## config.mk

```make
export PLATFORM = sky130hd
export DESIGN_NAME = ay8_bus_arbiter
export DESIGN_NICKNAME = d
export VERILOG_FILES = /design/src/rtl/ay8_bus_arbiter.sv
export SDC_FILE = /design/constraint.sdc
export NUM_CORES = 1
export LEC_CHECK = 0
export ABC_AREA = 1
export CORE_MARGIN = 4
export CORE_UTILIZATION = 45
export CTS_BUF_LIST = sky130_fd_sc_hd__clkbuf_2
export CTS_CLUSTER_SIZE = 12
export DETAILED_ROUTE_END_ITERATION = 10
export GPL_TIMING_DRIVEN = 0
export MAX_ROUTING_LAYER = met4
export PLACE_DENSITY = 0.93
export SLEW_MARGIN = 10
export SYNTH_ARGS = -nofsm -noshare
export SYNTH_HDL_FRONTEND = slang
export SYNTH_SLANG_ARGS = --single-unit
```

## constraint.sdc

```tcl
create_clock -name CLK -period 2 [get_ports CLK]
set_clock_uncertainty 0.2 [all_clocks]
set_input_delay 0.3 -clock CLK [delete_from_list [all_inputs] [get_ports CLK]]
set_output_delay 0.3 -clock CLK [all_outputs]
set_load 0.01 [all_outputs]
```

## src/rtl/ay8_bus_arbiter.sv

```systemverilog
// ay8_bus_arbiter: round-robin two-master arbiter and sequencer for the AY8 bus.
// Ports: CLK/RST, per-master req/we/addr/wdata/gnt/ack, rdata, mem_* strobes, busy.
module ay8_bus_arbiter #(
  parameter int ADDR_W      = 8,
  parameter int DATA_W      = 8,
  parameter int WAIT_CYCLES = 0
) (
  input  logic              CLK,
  input  logic              RST,
  input  logic              req0,
  input  logic              we0,
  input  logic [ADDR_W-1:0] addr0,
  input  logic [DATA_W-1:0] wdata0,
  output logic              gnt0,
  output logic              ack0,
  input  logic              req1,
  input  logic              we1,
  input  logic [ADDR_W-1:0] addr1,
  input  logic [DATA_W-1:0] wdata1,
  output logic              gnt1,
  output logic              ack1,
  output logic [DATA_W-1:0] rdata,
  output logic [ADDR_W-1:0] mem_addr,
  output logic [DATA_W-1:0] mem_wdata,
  output logic              mem_rd,
  output logic              mem_wr,
  input  logic [DATA_W-1:0] mem_rdata,
  output logic              busy
);

  typedef enum logic [1:0] {
    IDLE,
    ADDR,
    WAIT,
    DATA
  } state_t;

  localparam logic [3:0] WLOAD =
    (WAIT_CYCLES > 0) ? 4'(WAIT_CYCLES - 1) : 4'd0;

  state_t      state;
  logic [3:0]  cnt;
  logic        sel;
  logic        we_l;
  logic        rr;

  logic              el0;
  logic              el1;
  logic              pick;
  logic              we_s;
  logic [ADDR_W-1:0] addr_s;
  logic [DATA_W-1:0] wdata_s;

  // a master still seeing its ack is just finishing; keep it out
  assign el0 = req0 & ~ack0;
  assign el1 = req1 & ~ack1;

  // rr=1 favours master 1 when both are eligible
  assign pick    = el1 & (~el0 | rr);
  assign we_s    = pick ? we1 : we0;
  assign addr_s  = pick ? addr1 : addr0;
  assign wdata_s = pick ? wdata1 : wdata0;

  always_ff @(posedge CLK or negedge RST) begin
    if (!RST) begin
      state     <= IDLE;
      cnt       <= '0;
      sel       <= 1'b0;
      we_l      <= 1'b0;
      rr        <= 1'b0;
      gnt0      <= 1'b0;
      gnt1      <= 1'b0;
      ack0      <= 1'b0;
      ack1      <= 1'b0;
      rdata     <= '0;
      mem_addr  <= '0;
      mem_wdata <= '0;
      mem_rd    <= 1'b0;
      mem_wr    <= 1'b0;
      busy      <= 1'b0;
    end else begin
      unique case (state)
        IDLE: begin
          ack0 <= 1'b0;
          ack1 <= 1'b0;
          if (el0 | el1) begin
            sel       <= pick;
            we_l      <= we_s;
            mem_addr  <= addr_s;
            mem_wdata <= wdata_s;
            gnt0      <= ~pick;
            gnt1      <= pick;
            mem_rd    <= ~we_s;
            mem_wr    <= we_s;
            busy      <= 1'b1;
            state     <= ADDR;
          end
        end
        ADDR: begin
          mem_wr <= 1'b0;
          cnt    <= WLOAD;
          state  <= (WAIT_CYCLES > 0) ? WAIT : DATA;
        end
        WAIT: begin
          if (cnt == 4'd0) begin
            state <= DATA;
          end else begin
            cnt <= cnt - 4'd1;
          end
        end
        DATA: begin
          mem_rd <= 1'b0;
          if (!we_l) begin
            rdata <= mem_rdata;
          end
          ack0  <= ~sel;
          ack1  <= sel;
          gnt0  <= 1'b0;
          gnt1  <= 1'b0;
          busy  <= 1'b0;
          // last-served master drops to lowest priority
          rr    <= ~sel;
          state <= IDLE;
        end
        default: state <= IDLE;
      endcase
    end
  end

endmodule

```

==> metrics.txt <==
status finished clean; multiplexer share of the synthesized area 0%; CTS Root Cell clkbuf_2; Max VDD drop 0.000718 V; Required @ worst endpoint 1500 ps; FF/Latch Area 1000 µm²; wirelength, routed 4.62 mm; FILL cells 344; xor/xnor share of the synthesized area 0.439%; Final min period 1850 ps; crit-path cells clkdlybuf4s50_1; Num CTS Buffers 5; Non-Filler Instances 387; first-pass GRT wire length 7.47 mm; fraction of layout cells with a size suffix above 1 9.79%; gr ovfl total 0; Post-Synth Simple-Gate Area 24.1%; via count 1,815; I/O pins 77; P&R area growth vs syn 44.5%; multi-input logic area 782 µm²; GR peak layer met2; top cells by area, synth dfrtp_1, nand2_1, inv_1, o21ai_1, nor2_1; FF-to-FF setup slack 290 ps; Fmax 541 MHz; Port Buffers 76; synth unique cells 20; Initial DRC Count 56; RSZ-0062 raised after global routing no; most common cell after layout, fill and taps aside nand2_1; clock transition at the registers of the reported paths 190 ps; worst r2r path cells 7; full die area 5560 µm²; antenna violations before repair 0; Crit path buffers/inverters 1; CP max-delay cell clkdlybuf4s50_1; DRT antenna net count 0; PD cells 1320 nW/µm²; crit path launch type flop; Die Wd 74.6 µm; clock sinks 40; largest family of logic cells by synthesized area simple AND/OR/NAND/NOR gates; Setup Viol. Count Final 0; slew margin rel. 85.1%; Hold Crit Class in2async; post-DR vias/cell 4.69; final net count 388; Max Cap Viol 0; Final Hold Fails 0; Adder-Cell Fraction of Synth Area 3.76%; critical path fanouts, max 2; Site Rows 23; dpl ws 109 ps; Compound-Gate Fraction of Synth Area 10.9%; Slew Limit Fails 0; CTS tree done; met3 Use GR 5.81%; Least-Margin Pin Slew 223 ps; Final period util 92.3%; crit path capture type output pin; post-synth top area share 50.2%; DRC 0; insertion delay to the later sink of the worst-skew pair 390 ps; Critical Path Start mem_wdata[6]; sequential area share after synthesis 50.2%; Max clock buf depth 2; Largest delay share family, worst path buffers and inverters; First-pass DRT Iterations 4; leakage power 0.00145 µW; post-DP HPWL 3.64 mm; leading area contributor after synthesis dfrtp_1; Avg Cell Area, Syn 7.95 µm²; syn nets 303; final design utilization 69.6%; FF-to-FF End rdata[5]; GRT met2 Usage 28.4%; GRT Util Overall 18.1%; dpl cells 378; Starting Density 48.2%; synthesized cell area 2000 µm²; critical path arrival 1350 ps; Largest stage delay, worst path 560 ps; DR WL/cell 11.9 µm; diode count 0; total negative setup slack 0 ps; die height 74.6 µm; core box area 4140 µm²; cells after synthesis 251; gpl congestion 0.827; H-tree depth 2; Seq cells post-synth 40; WS Path Type reg2out; largest net degree at the start of global routing 34; vias in the first global route 1,694; RR Startpoint state[1]; Synthesis Warnings 0; GR Layer Usage met1 22.7%; post-route setup slack 153 ps; most frequent cells in the layout nand2_1, clkdlybuf4s50_1, dfrtp_1
-- stage by stage --
step	power (µW)	hold slack [ps]	area, µm²
after floorplan	2520	-196	2000
after global placement	3420	262	2820
after global routing	4130	40.6	2880
after detailed placement	3500	-35.2	2830
final	3800	69.9	2880
after CTS	3840	48.1	2880
-- worst max-delay path by stage --
stage          slack (ps)  cells after the start      endpoint
5_1_grt                50                      1  mem_wdata[0]
3_3_place_gp         -550                      1  mem_wdata[5]
2_1_floorplan         470                      7      rdata[5]
4_1_cts               130                      1  mem_wdata[6]
6_report              150                      1  mem_wdata[6]
3_5_place_dp          110                      7  mem_wdata[6]
-- sequential cells by signal, indices dropped and copies added, names as in the netlist, 2 cells and up --
signal and count:
rdata 8, state 2, mem_addr 8, cnt 4
mem_wdata 8
-- cells in the mapped netlist --
cell type	n
dfrtp_1	40
nand3_1	9
nand2_2	3
o21ai_2	8
o21ai_1	17
nand2_1	83
inv_2	3
buf_6	1
buf_4	2
buf_2	4
buf_12	1
o22ai_1	2
nand3b_1	1
xnor2_1	1
inv_1	36
or2_2	2
nor2_1	21
or2_1	1
o21ai_0	10
ha_1	6
-- where the power goes --
group / leakage, µW / internal, µW / switching (µW)
clock network: 0.0000306 / 93.7 / 249
registers: 0.000498 / 1170 / 208
logic: 0.000926 / 1050 / 1030
total: 0.00145 / 2310 / 1490
-- cells by family (layout without fill, tap and decap cells) --
| kind of cell | after synthesis | count (layout) |
|---|---|---|
| xor+xnor | 1 | 1 |
| compound gates | 37 | 37 |
| simple gates | 120 | 120 |
| fa+ha+maj | 6 | 6 |
| buf+inv | 47 | 133 |
| flops | 40 | 40 |
-- layout make-up --
class	instances	area share (%)
multi-input combinational	164	27.1
clock buffer	7	1.22
clock inverter	1	0.130
timing repair buffer	78	27.3
tap	50	2.17
inverter	39	5.08
buffer	8	2.30
sequential	40	34.7
-- routing by layer --
metal  wire length [µm]  part of all wire, %  vias to the layer above
li1                   -                    -                      932
met2               2190                   48                       66
met5                  0                    0                        -
met4                 30                 0.65                        0
met1               2020                   44                      813
met3                369                  8.0                        4
-- repair_timing --
action	4_1_cts	5_1_grt
hold buffers	1	0
buffers inserted	0	0
resized for setup	0	0
endpoints found under the hold margin	40	0
(Power assumes the default switching activity.)
